==> src/rtl/fp_cvt_sched_pkg.sv <==
// Shared types for the FP convert scheduler: converter format codes,
// tag-pipe stage layout and scheduler FSM states.
package fpCvtPkg;

    // Source format codes driven to the converter.
    typedef enum logic [1:0] {
        FMT_S   = 2'b00,
        FMT_D   = 2'b01,
        FMT_Q   = 2'b10,
        FMT_RSV = 2'b11
    } cvt_fmt_e;

    typedef enum logic {
        RUN   = 1'b0,
        DRAIN = 1'b1
    } state_e;

    // Stage fields are sized for the largest supported configuration
    // (NREQ <= 8, TAGW <= 16); narrower instances use the low bits.
    localparam int ID_WMAX  = 3;
    localparam int TAG_WMAX = 16;

    typedef struct packed {
        logic                v;
        logic [ID_WMAX-1:0]  id;
        logic [TAG_WMAX-1:0] tag;
    } pipe_stage_t;

endpackage

==> src/rtl/fp_cvt_sched_arb.sv <==
// Round-robin arbiter with a one-hot grant. The grant depends only on the
// request vector and the pointer, so it can feed a ready/valid handshake
// without a combinational loop.
module fp_rr_arbiter #(
    parameter int N  = 4,
    parameter int IW = (N > 1) ? $clog2(N) : 1
) (
    input  logic          clk,
    input  logic          rst,
    input  logic [N-1:0]  req_i,
    output logic [N-1:0]  gnt_o,
    output logic [IW-1:0] gnt_idx_o,
    output logic          gnt_vld_o
);

    logic [IW-1:0] rr_q, rr_d;
    int            idx;

    // Scan requesters starting at the pointer; first one found wins.
    always_comb begin
        gnt_o     = '0;
        gnt_idx_o = '0;
        gnt_vld_o = 1'b0;
        idx       = 0;
        for (int off = 0; off < N; off++) begin
            idx = int'(rr_q) + off;
            if (idx >= N) idx = idx - N;
            if (!gnt_vld_o && req_i[idx]) begin
                gnt_vld_o      = 1'b1;
                gnt_o[idx]     = 1'b1;
                gnt_idx_o      = IW'(idx);
            end
        end
    end

    // Pointer moves just past the winner; holds when nobody is granted.
    always_comb begin
        rr_d = rr_q;
        if (gnt_vld_o)
            rr_d = (gnt_idx_o == IW'(N - 1)) ? '0 : gnt_idx_o + 1'b1;
    end

    // Pointer register.
    always_ff @(posedge clk or posedge rst) begin
        if (rst) rr_q <= '0;
        else     rr_q <= rr_d;
    end

endmodule

==> src/rtl/fp_cvt_sched.sv <==
// Shares one pipelined precision converter among NREQ requesters. Issues at
// most one op per cycle, tracks in-flight ops in a LAT-deep tag pipe and
// parks each result in a per-requester holding register until acked.
module fp_cvt_sched
    import fpCvtPkg::*;
#(
    parameter int NREQ = 4,
    parameter int LAT  = 2,
    parameter int TAGW = 4
) (
    input  logic                 clk,
    input  logic                 rst,
    input  logic [NREQ-1:0]      req_valid,
    output logic [NREQ-1:0]      req_ready,
    input  logic [2*NREQ-1:0]    req_fmt,
    input  logic [128*NREQ-1:0]  req_data,
    input  logic [TAGW*NREQ-1:0] req_tag,
    input  logic                 flush,
    output logic                 cvt_ld,
    output logic [1:0]           cvt_fmt,
    output logic [127:0]         cvt_i,
    input  logic [127:0]         cvt_o,
    output logic [NREQ-1:0]      resp_valid,
    output logic [128*NREQ-1:0]  resp_data,
    output logic [TAGW*NREQ-1:0] resp_tag,
    input  logic [NREQ-1:0]      resp_ack,
    output logic                 busy
);

    localparam int IDW = $clog2(NREQ);

    logic [NREQ-1:0][1:0]      fmt_v;
    logic [NREQ-1:0][127:0]    data_v;
    logic [NREQ-1:0][TAGW-1:0] tag_v;

    state_e                    state_q, state_d;
    logic [NREQ-1:0]           outst_q, outst_d;
    logic [NREQ-1:0]           rvld_q, rvld_d;
    logic [NREQ-1:0][127:0]    rdata_q;
    logic [NREQ-1:0][TAGW-1:0] rtag_q;
    pipe_stage_t [LAT-1:0]     pipe_q, pipe_d;

    logic [NREQ-1:0]           elig, gnt;
    logic [IDW-1:0]            gnt_idx, cap_id;
    logic                      gnt_vld, cap, pipe_busy, flush_entry;
    logic [TAGW-1:0]           tag_sel, cap_tag;
    logic                      unused_pipe_bits;

    assign fmt_v  = req_fmt;
    assign data_v = req_data;
    assign tag_v  = req_tag;

    // Requesters with a free slot and a legal format may compete; reset
    // also masks them so every output reads zero while rst is high.
    always_comb begin
        elig = '0;
        for (int i = 0; i < NREQ; i++)
            elig[i] = req_valid[i] & ~outst_q[i] & (fmt_v[i] != FMT_RSV)
                      & (state_q == RUN) & ~rst;
    end

    fp_rr_arbiter #(.N(NREQ), .IW(IDW)) u_arb (
        .clk       (clk),
        .rst       (rst),
        .req_i     (elig),
        .gnt_o     (gnt),
        .gnt_idx_o (gnt_idx),
        .gnt_vld_o (gnt_vld)
    );

    assign req_ready = gnt;
    assign cvt_ld    = gnt_vld;

    // Steer the winner's operand to the converter; all zero when idle.
    always_comb begin
        cvt_fmt = '0;
        cvt_i   = '0;
        tag_sel = '0;
        if (gnt_vld) begin
            cvt_fmt = fmt_v[gnt_idx];
            cvt_i   = data_v[gnt_idx];
            tag_sel = tag_v[gnt_idx];
        end
    end

    // Tag pipe advances every cycle, in step with the converter.
    always_comb begin
        pipe_d                   = '0;
        pipe_d[0].v              = gnt_vld;
        pipe_d[0].id[IDW-1:0]    = gnt_idx;
        pipe_d[0].tag[TAGW-1:0]  = tag_sel;
        for (int k = 1; k < LAT; k++)
            pipe_d[k] = pipe_q[k-1];
    end

    assign flush_entry      = (state_q == RUN) & flush;
    assign cap              = pipe_q[LAT-1].v & (state_q == RUN) & ~flush;
    assign cap_id           = pipe_q[LAT-1].id[IDW-1:0];
    assign cap_tag          = pipe_q[LAT-1].tag[TAGW-1:0];
    assign unused_pipe_bits = ^pipe_q[LAT-1];

    // Any live op in the pipe keeps DRAIN from exiting.
    always_comb begin
        pipe_busy = 1'b0;
        for (int k = 0; k < LAT; k++)
            pipe_busy = pipe_busy | pipe_q[k].v;
    end

    // Slot bookkeeping: ack frees a slot, grant claims it, capture marks the
    // result held; a flush wipes everything on the way into DRAIN.
    always_comb begin
        outst_d = outst_q;
        rvld_d  = rvld_q;
        for (int i = 0; i < NREQ; i++) begin
            if (resp_ack[i] & rvld_q[i]) begin
                outst_d[i] = 1'b0;
                rvld_d[i]  = 1'b0;
            end
        end
        outst_d = outst_d | gnt;
        if (cap) rvld_d[cap_id] = 1'b1;
        if (flush_entry) begin
            outst_d = '0;
            rvld_d  = '0;
        end
    end

    // DRAIN holds off new grants until the pipe is empty and flush is gone.
    always_comb begin
        state_d = state_q;
        case (state_q)
            RUN:     if (flush) state_d = DRAIN;
            DRAIN:   if (!pipe_busy && !flush) state_d = RUN;
            default: state_d = RUN;
        endcase
    end

    // Control state registers.
    always_ff @(posedge clk or posedge rst) begin
        if (rst) begin
            state_q <= RUN;
            outst_q <= '0;
            rvld_q  <= '0;
            pipe_q  <= '0;
        end else begin
            state_q <= state_d;
            outst_q <= outst_d;
            rvld_q  <= rvld_d;
            pipe_q  <= pipe_d;
        end
    end

    // Result holding registers, written only on capture.
    always_ff @(posedge clk or posedge rst) begin
        if (rst) begin
            rdata_q <= '0;
            rtag_q  <= '0;
        end else if (cap) begin
            rdata_q[cap_id] <= cvt_o;
            rtag_q[cap_id]  <= cap_tag;
        end
    end

    assign resp_valid = rvld_q;
    assign resp_data  = rdata_q;
    assign resp_tag   = rtag_q;
    assign busy       = (state_q == DRAIN) | pipe_busy | (|outst_q);

endmodule

==> config.mk <==
export PLATFORM = sky130hd
export DESIGN_NAME = fp_cvt_sched
export DESIGN_NICKNAME = d
export VERILOG_FILES = /design/src/rtl/fp_cvt_sched_pkg.sv /design/src/rtl/fp_cvt_sched_arb.sv /design/src/rtl/fp_cvt_sched.sv
export SDC_FILE = /design/constraint.sdc
export NUM_CORES = 1
export LEC_CHECK = 0
export CAP_MARGIN = 20
export CORE_AREA = 5 5 514 516
export CTS_CLUSTER_SIZE = 30
export DETAILED_ROUTE_END_ITERATION = 10
export DIE_AREA = 0 0 519 521
export MAX_ROUTING_LAYER = met4
export PLACE_DENSITY_LB_ADDON = 0.08
export SYNTH_ARGS = -nofsm -noshare
export SYNTH_HDL_FRONTEND = slang
export SYNTH_SLANG_ARGS = --single-unit
export TNS_END_PERCENT = 10
==> constraint.sdc <==
create_clock -name clk -period 51.2 [get_ports clk]
set_input_delay 10.24 -clock clk [delete_from_list [all_inputs] [get_ports clk]]
set_output_delay 10.24 -clock clk [all_outputs]
set_load 0.01 [all_outputs]
==> impl_metrics.py, run 1 <==
metrics = {
    "timing": {
        "fin_skew_ns": 0.06076,
        "tightest_slew_ns": 1.085,
        "slew_headroom_pct": 25.59,
        "fin_crit_ns": 27.59,
        "finalSetupViolations": 0,
        "rsz0062_at_grt": "false",
        "period_share_pct": 53.88,
        "slew_violations": 0,
        "hold_slack_ns": 0.3531,
        "hold_viol": 0,
        "tns_ns": 0,
        "fmax_ghz": 0.03625,
    },
    "floorplanning": {
        "dieArea_sq_um": 270400,
        "num_rows": 187,
        "die_w_microns": 519,
        "initial_utilization_pct": 9.692,
        "die_height_microns": 521,
        "core_area_sq_um": 258800,
        "ios": 1343,
    },
    "global_routing": {
        "gr-usage-met2_pct": 24.51,
        "grt-ovfl-total": 0,
        "grt_pass1_vias": 22980,
        "antenna_found_initial": 81,
        "grt_pass1_wl_microns": 237300,
        "grt_max_degree": 138,
        "use_met3_pct": 4.761,
        "grtUsageMet1_pct": 13.64,
        "grt_usage_pct": 13.40,
        "busiest_layer": "met2",
    },
    "clock_tree": {
        "clk_latency_ns": 0.71,
        "cts_buffers": 81,
        "post_cts_buffers": 0,
        "cts_buffer_depth": 3,
        "cts_tree": "done",
        "clock_sinks": 553,
        "holdBufCountCts": 0,
        "postCtsResizedCells": 0,
        "ctsHtreeMaxLevel": 3,
        "clockRootBuffer": "clkbuf_16",
        "clkTransAtPathRegs_ns": 0.06,
    },
    "layout": {
        "final_cell_area_sq_um": 45300,
        "layout.nets": 3746,
        "post-route-util_pct": 17.51,
        "final_common_cell": "clkdlybuf4s50_1",
        "fin_cells": 6582,
        "syn2layout_area_growth_pct": 80.62,
        "layout_common_cells": "clkdlybuf4s50_1 (1342), dfrtp_1 (553), mux2_2 (528)",
        "layout-drive-gt1-share_pct": 23.56,
    },
    "synthesis": {
        "synth-xor-area-share_pct": 0,
        "synth-seq-cells": 553,
        "syn_area_sq_um": 25080,
        "ys_seq_area_share_pct": 55.17,
        "synth-adder-area-share_pct": 0.4490,
        "synthCells": 1734,
        "ys.warnings.count": 0,
        "synth-compound-area-share_pct": 5.477,
        "yosys.cell_types.count": 47,
        "synth_ff_type": "dfrtp_1",
        "yosys.area_share.simple_pct": 1.392,
        "synth_top_family_by_area": "multiplexers",
        "synth-async-reset-ratio_pct": 100.0,
        "synthMuxAreaShare_pct": 34.57,
        "synth.avg_cell_area_sq_um": 14.46,
        "syn-num-nets": 2418,
        "synth_edf_count": 0,
    },
    "placed_design": {
        "dpl-instance-area_sq_um": 42390,
        "port_buffers": 1342,
        "gp_congestion": 0.8528,
        "dp_hpwl_microns": 148000,
        "dp.cells": 6381,
    },
    "critical_path": {
        "cp.arrival_ns": 17.35,
        "crit_required_ns": 40.96,
        "worstSetupPathType": "input port to output pin",
        "endpoint_kind": "output pin",
        "worst-path-max-fanout": 51,
        "crit_path_start_kind": "input port",
    },
    "power": {
        "leakage_nw": 18.05,
        "powerDensity_nw_per_um2": 49.70,
        "ir_drop_mv": 0.02281,
    },
    "job": {
        "maxCapViolCount": 0,
    },
    "detailed_routing": {
        "ant_nets": 0,
        "drt-initial-drc-count": 686,
        "vias": 20820,
        "drt-pass1-iter-count": 4,
        "drc": 0,
        "wl_per_cell_microns": 27.73,
        "drt-total-wl_microns": 182500,
        "viasPerCell": 3.163,
    },
    "worst_hold_path": {
        "hp-class": "flip-flop to flip-flop",
    },
    "status": {
        "status": "finished, final reports clean",
    },
}
[power breakdown]
group,switching [mW],internal (mW)
registers,0.0699,0.559
clock network,0.235,0.353
logic,0.516,0.519
total,0.821,1.43
[worst max-delay path, stage by stage]
cell	delay [ns]
clkdlybuf4s50_1	0.52
nand2_1	0.09
and3b_1	0.24
mux4_2	0.45
and2_1	0.34
o31ai_4	0.41
buf_4	0.72
buf_4	0.80
buf_4	0.65
buf_4	0.73
buf_4	0.82
mux2i_1	0.16
o22ai_1	0.32
clkdlybuf4s50_1	0.66
[cell usage after synthesis (all sizes together), types with 3 or more instances]
master     n  area, sq um
and3       6        37.54
clkbuf    52        206.5
inv       10        37.54
mux2     528         5946
nor2       7        28.78
nand2     23        86.33
o31ai      5        37.54
nor2b      8        50.05
o21a       3        22.52
o22ai    134         1082
mux2i    270         2703
buf       74        493.0
nor3       5        25.02
dfrtp    553        13840
a31oi      4        25.02
a211oi     3        22.52
a2111oi    3        27.53
ha         9        112.6
a21oi      5        25.02
nand2b     7        43.79
[stage by stage]
stage	total power, mW	setup WS, ns
after CTS	2.323	23.48
after floorplan	1.057	25.50
after global placement	1.708	23.51
after global routing	2.379	23.16
after detailed placement	1.702	23.49
final	2.252	23.61
[path summary, 6_finish.rpt]
kind	end	cells after the start	startpoint	slack, ns
hold / removal	cap_tag[3]	0	pipe_d[23]	0.35
min in group asynchronous	resp_tag[11]	2	rst	10.19
hold reg to reg	cap_tag[3]	0	pipe_d[23]	0.35
setup reg to reg	pipe_d[22]	13	u_arb.rr_q[0]	43.78
max in group asynchronous	resp_data[493]	5	rst	38.25
setup / recovery	cvt_i[91]	14	req_fmt[4]	23.61
[cell families (layout without fill, tap and decap cells)]
logic type	Yosys count	count (layout)
AOI/OAI and AO/OA	171	171
muxes	799	799
other	0	52
and+or+nand+nor	66	66
DFF	553	553
buffers and inverters	136	1530
adders and majority gates	9	9
[sequential cells by signal, summed over array words and instances (netlist names)]
signal / count
cap_id: 2
cap_tag: 4
outst_q: 4
pipe_d: 7
pipe_q: 1
resp_data: 512
resp_tag: 16
resp_valid: 4
state_q: 1
u_arb.rr_q: 2
[cell type report]
type | instances | area [sq um]
sequential | 553 | 13840
multi-input combinational | 1045 | 10570
inverter | 10 | 45.04
clock buffer | 126 | 2466
antenna | 52 | 130.1
clock inverter | 23 | 312.8
fill | 28410 | 213500
tap | 3402 | 4257
timing repair buffer | 1371 | 13690
[metal layers]
metal	routed length, microns	vias up
met5	0	-
met4	5130	0
met3	14970	201
met2	96330	917
met1	66080	10510
li1	-	9194
(Power assumes the default switching activity.)
==> run 2, diff against run 1 <==
Clock period 51.2 ns to 23.4 ns, I/O delays scaled along.
==> run 2 against run 1 <==
Compared with the run above:
- flip-flop and latch count stayed put
- setup slack worse by 16 ns
- combinational power is 120% higher
- die area stayed put
- global-route usage is 0.20 points higher
- sequential share of layout area is 0.068 points higher
- sequential power is 120% higher
- largest cell class unchanged
==> impl_metrics.py, run 2 (synthesized netlist as in run 1, its figures left out) <==
metrics = {
    "status": {
        "status": "finished, final reports clean",
    },
    "critical_path": {
        "cp_num_buf_inv": 5,
        "worst-path-max-fanout": 56,
        "crit_path_start_kind": "input port",
        "crit_family": "buffers and inverters",
        "crit_required_ns": 18.72,
        "slowest_stage": "buf_4",
        "endpoint_kind": "output pin",
        "r2r-end": "pipe_d[20]",
        "worstSetupPathType": "input port to output pin",
        "rrSetupSlack_ns": 17.47,
        "max_stage_delay_ns": 0.92,
        "cp_common_cell": "buf_4",
        "cp.arrival_ns": 10.67,
        "ff2ff_path_depth": 11,
        "crit_chain": "clkdlybuf4s50_1 > nand2_1 > and3b_1 > mux4_2 > and2_1 > o31ai_4 > buf_4 > buf_4 > buf_4 > mux2i_1 > o22ai_1 > clkdlybuf4s50_1",
        "r2r-start": "u_arb.rr_q[0]",
    },
    "power": {
        "leakage_nw": 17.96,
        "ir_drop_mv": 0.04611,
        "powerDensity_nw_per_um2": 108.0,
    },
    "global_routing": {
        "busiest_layer": "met2",
        "antenna_found_initial": 94,
        "grt_pass1_vias": 23010,
        "gr-usage-met2_pct": 24.80,
        "grt_max_degree": 95,
        "grtUsageMet1_pct": 13.50,
        "use_met3_pct": 5.162,
        "grt_pass1_wl_microns": 240900,
        "grt-ovfl-total": 0,
        "grt_usage_pct": 13.60,
    },
    "floorplanning": {
        "ios": 1343,
        "core_area_sq_um": 258800,
        "die_height_microns": 521,
        "dieArea_sq_um": 270400,
        "num_rows": 187,
        "initial_utilization_pct": 9.692,
        "die_w_microns": 519,
    },
    "timing": {
        "tightest_slew_ns": 1.097,
        "rsz0062_at_grt": "false",
        "hold_viol": 0,
        "fin_skew_ns": 0.07319,
        "fmax_ghz": 0.06514,
        "finalSetupViolations": 0,
        "slew_violations": 0,
        "tns_ns": 0,
        "fin_crit_ns": 15.35,
        "slew_headroom_pct": 26.89,
        "period_share_pct": 65.60,
    },
    "detailed_routing": {
        "ant_nets": 0,
        "vias": 20990,
        "viasPerCell": 3.186,
        "wl_per_cell_microns": 28.11,
        "drt-total-wl_microns": 185200,
        "drt-pass1-iter-count": 5,
        "drc": 0,
        "drt-initial-drc-count": 632,
    },
    "clock_tree": {
        "cts_buffer_depth": 3,
        "cts_tree": "done",
        "post_cts_buffers": 0,
        "holdBufCountCts": 0,
        "clock_sinks": 553,
        "cts_buffers": 82,
        "postCtsResizedCells": 0,
        "ctsHtreeMaxLevel": 3,
        "clkTransAtPathRegs_ns": 0.06,
        "clockRootBuffer": "clkbuf_16",
        "clk_latency_ns": 0.70,
    },
    "placed_design": {
        "dp.cells": 6382,
        "dp_hpwl_microns": 150600,
        "port_buffers": 1342,
        "gp_congestion": 0.8934,
    },
    "layout": {
        "fin_cells": 6588,
        "final_common_cell": "clkdlybuf4s50_1",
        "fillers": 28470,
        "post-route-util_pct": 17.47,
        "layout-drive-gt1-share_pct": 23.14,
        "largest_reg_flops": 512,
        "seq_area_sq_um": 13840,
        "multi_input_area_sq_um": 10570,
        "syn2layout_area_growth_pct": 80.23,
        "layout_common_cells": "clkdlybuf4s50_1 (1342), dfrtp_1 (553), mux2_2 (528)",
        "layout.nets": 3748,
    },
    "worst_hold_path": {
        "hold_depth": 0,
        "hold-path-endpoint": "cap_id[1]",
        "min_from": "pipe_d[37]",
        "hp-class": "flip-flop to flip-flop",
    },
    "job": {
        "maxCapViolCount": 0,
    },
}
run 2: cell types whose count changed in the layout (fill, tap and decap cells not counted), sizes merged:
cell,previous run,this run
diode,52,61
clkinv,16,12
buf,29,30
clkbuf,126,125
inv,12,13
run 2: worst max path at each step:
stage	startpoint	to	slack, ns	cells after the start
2_1_floorplan	rst	cap_id[0]	3.26	1
3_3_place_gp	req_fmt[4]	cvt_i[87]	8.12	12
3_5_place_dp	req_fmt[5]	cvt_i[94]	8.08	12
4_1_cts	req_fmt[5]	cvt_i[94]	8.07	12
5_1_grt	req_fmt[5]	cvt_i[94]	7.86	12
6_report	req_fmt[5]	cvt_i[94]	8.05	12
run 2: worst register-to-register path: stages (launching register included):
cell      delay (ns)
dfrtp_1         0.79
inv_1           0.49
ha_1            0.55
nor2b_1         0.18
a32oi_1         0.28
o21a_1          0.38
a21oi_1         0.20
o211ai_4        0.48
buf_4           0.33
buf_4           0.69
buf_4           0.97
o22ai_2         0.39
run 2: layer usage:
metal / wire (microns) / up-vias
met4: 6013 / 0
met5: 0 / -
met1: 66480 / 10630
li1: - / 9192
met3: 15330 / 222
met2: 97360 / 947
run 2: area by class of cell:
class | count | area share (%)
antenna | 61 | 0.3377
clock buffer | 125 | 5.206
clock inverter | 20 | 0.6532
inverter | 10 | 0.09965
multi-input combinational | 1045 | 23.38
sequential | 553 | 30.61
tap | 3402 | 9.417
timing repair buffer | 1372 | 30.30
run 2: report_power, final:
part	total, mW	leakage (nW)	internal, mW	switching, mW
Combinational	2.27	9.28	1.14	1.13
Sequential	1.38	7.39	1.22	0.152
Clock	1.24	1.29	0.739	0.502
run 2: per-stage QoR:
stage / setup slack [ns] / cell area [sq um] / power, mW / hold slack [ns]
floorplan: 3.258 / 25080 / 2.314 / 0.3312
global placement: 8.123 / 42390 / 3.733 / 0.3363
detailed placement: 8.084 / 42400 / 3.720 / 0.3347
CTS: 8.071 / 45050 / 5.032 / 0.3182
global route: 7.865 / 45150 / 5.153 / 0.3247
finish: 8.049 / 45200 / 4.884 / 0.3274
==> run 3, diff against run 2 <==
Clock period 23.4 ns to 14.5 ns, I/O delays scaled along.
==> run 3 against run 2 <==
Compared with the run above:
- total power increased by 60%
- first-iteration DRC count increased by 16%
- die area did not move
- clock power increased by 55%
- register-to-register slack lost 8.1 ns
- critical path depth is the same
- global-route usage about the same
- combinational power up 62%
- highest routed layer unchanged
==> impl_metrics.py, run 3 (synthesized netlist as in run 1, its figures left out) <==
metrics = {
    "floorplanning": {
        "dieArea_sq_um": 270400,
        "die_w_microns": 519,
        "num_rows": 187,
        "die_height_microns": 521,
        "ios": 1343,
        "initial_utilization_pct": 9.692,
        "core_area_sq_um": 258800,
    },
    "critical_path": {
        "r2r-end": "pipe_d[21]",
        "crit_path_start_kind": "input port",
        "worstSetupPathType": "input port to output pin",
        "crit_required_ns": 11.60,
        "cp.arrival_ns": 7.80,
        "rrSetupSlack_ns": 9.41,
        "r2r-start": "u_arb.rr_q[0]",
        "endpoint_kind": "output pin",
        "ff2ff_path_depth": 11,
        "worst-path-max-fanout": 91,
    },
    "timing": {
        "fin_skew_ns": 0.04221,
        "rsz0062_at_grt": "false",
        "finalSetupViolations": 0,
        "period_share_pct": 73.77,
        "fin_crit_ns": 10.70,
        "slew_violations": 0,
        "tns_ns": 0,
        "fmax_ghz": 0.09348,
        "hold_slack_ns": 0.3475,
        "hold_viol": 0,
        "tightest_slew_ns": 1.190,
        "slew_headroom_pct": 20.68,
    },
    "clock_tree": {
        "post_cts_buffers": 0,
        "clkTransAtPathRegs_ns": 0.05,
        "clockRootBuffer": "clkbuf_16",
        "cts_tree": "done",
        "ctsHtreeMaxLevel": 3,
        "holdBufCountCts": 0,
        "cts_buffer_depth": 3,
        "clock_sinks": 553,
        "cts_buffers": 79,
        "clk_latency_ns": 0.70,
        "postCtsResizedCells": 0,
    },
    "detailed_routing": {
        "wl_per_cell_microns": 28.13,
        "drt-pass1-iter-count": 4,
        "ant_nets": 0,
        "viasPerCell": 3.168,
        "vias": 20820,
        "drt-initial-drc-count": 734,
        "drt-total-wl_microns": 184900,
        "drc": 0,
    },
    "global_routing": {
        "grt_usage_pct": 13.59,
        "grt-ovfl-total": 0,
        "antenna_found_initial": 89,
        "grt_max_degree": 131,
        "grt_pass1_vias": 23090,
        "grt_pass1_wl_microns": 240700,
    },
    "power": {
        "powerDensity_nw_per_um2": 173.1,
        "leakage_nw": 17.93,
        "ir_drop_mv": 0.1781,
        "fin_total_pwr_mw": 7.813,
    },
    "layout": {
        "post-route-util_pct": 17.44,
        "layout.nets": 3748,
        "syn2layout_area_growth_pct": 79.92,
        "final_common_cell": "clkdlybuf4s50_1",
        "largest_reg_flops": 512,
        "layout-drive-gt1-share_pct": 23.17,
        "layout_common_cells": "clkdlybuf4s50_1 (1342), dfrtp_1 (553), mux2_2 (528)",
    },
    "job": {
        "maxCapViolCount": 0,
    },
    "worst_hold_path": {
        "hold_depth": 0,
        "hp-class": "flip-flop to flip-flop",
        "min_from": "pipe_d[23]",
        "hold-path-endpoint": "cap_tag[3]",
    },
    "status": {
        "status": "finished, final reports clean",
    },
    "placed_design": {
        "port_buffers": 1342,
        "dp_hpwl_microns": 150300,
        "gp_congestion": 0.8585,
    },
}
==> run 3: cell count changes in the layout (fill, tap and decap cells not counted), moves of 2 or more <==
| cell | before | now |
|---|---|---|
| buf_12 | 3 | 7 |
| buf_4 | 27 | 25 |
| bufinv_16 | 4 | 0 |
| clkbuf_1 | 29 | 21 |
| clkbuf_16 | 82 | 80 |
| clkbuf_8 | 14 | 18 |
| clkinv_2 | 7 | 5 |
| clkinv_8 | 4 | 2 |
| clkinvlp_4 | 1 | 3 |
| diode_2 | 61 | 55 |
| inv_6 | 2 | 0 |
==> run 3: critical path: stages <==
cell	delay [ns]
clkdlybuf4s50_1	0.52
nand2_1	0.08
and3b_1	0.23
mux4_2	0.47
and2_1	0.34
o31ai_4	0.63
buf_8	0.24
buf_4	0.33
buf_12	0.43
mux2i_1	0.21
o22ai_1	0.41
clkdlybuf4s50_1	0.73
==> run 3: metal layers <==
metal / up-vias / GRT usage, % / wire [microns]
li1: 9168 / - / -
met1: 10560 / 13.24 / 65270
met2: 907 / 25.36 / 99030
met3: 188 / 5.134 / 15330
met4: 0 / 3.266 / 5274
met5: - / - / 0
==> run 3: report_power, final <==
group | leakage, nW | switching (mW) | internal, mW | total [mW]
Sequential | 7.39 | 0.252 | 1.97 | 2.23
Clock | 1.22 | 0.804 | 1.11 | 1.92
Combinational | 9.31 | 1.82 | 1.85 | 3.67
==> run 3: worst max-delay path by stage <==
stage | to | slack, ns | from | depth (start not counted)
5_1_grt | cvt_i[126] | 3.57 | req_fmt[5] | 12
3_3_place_gp | cvt_i[126] | 3.31 | req_fmt[5] | 11
4_1_cts | cvt_i[126] | 3.64 | req_fmt[5] | 12
2_1_floorplan | cap_id[0] | 4.07 | rst | 1
6_report | cvt_i[126] | 3.80 | req_fmt[5] | 12
3_5_place_dp | cvt_i[126] | 3.67 | req_fmt[5] | 12
==> run 3: per-stage QoR <==
stage	setup slack (ns)	std cells	cell area (sq um)
finish	3.803	6573	45130
global route	3.571	6559	45090
CTS	3.643	6518	44990
detailed placement	3.670	6385	42480
global placement	3.306	6383	42460
floorplan	4.074	1734	25090
==> run 3: final cells by class <==
type,count,area (sq um)
inverter,10,41.29
multi-input combinational,1045,10570
clock inverter,14,181.4
tap,3402,4257
fill,28430,213700
antenna,55,137.6
sequential,553,13840
timing repair buffer,1375,13780
clock buffer,119,2328
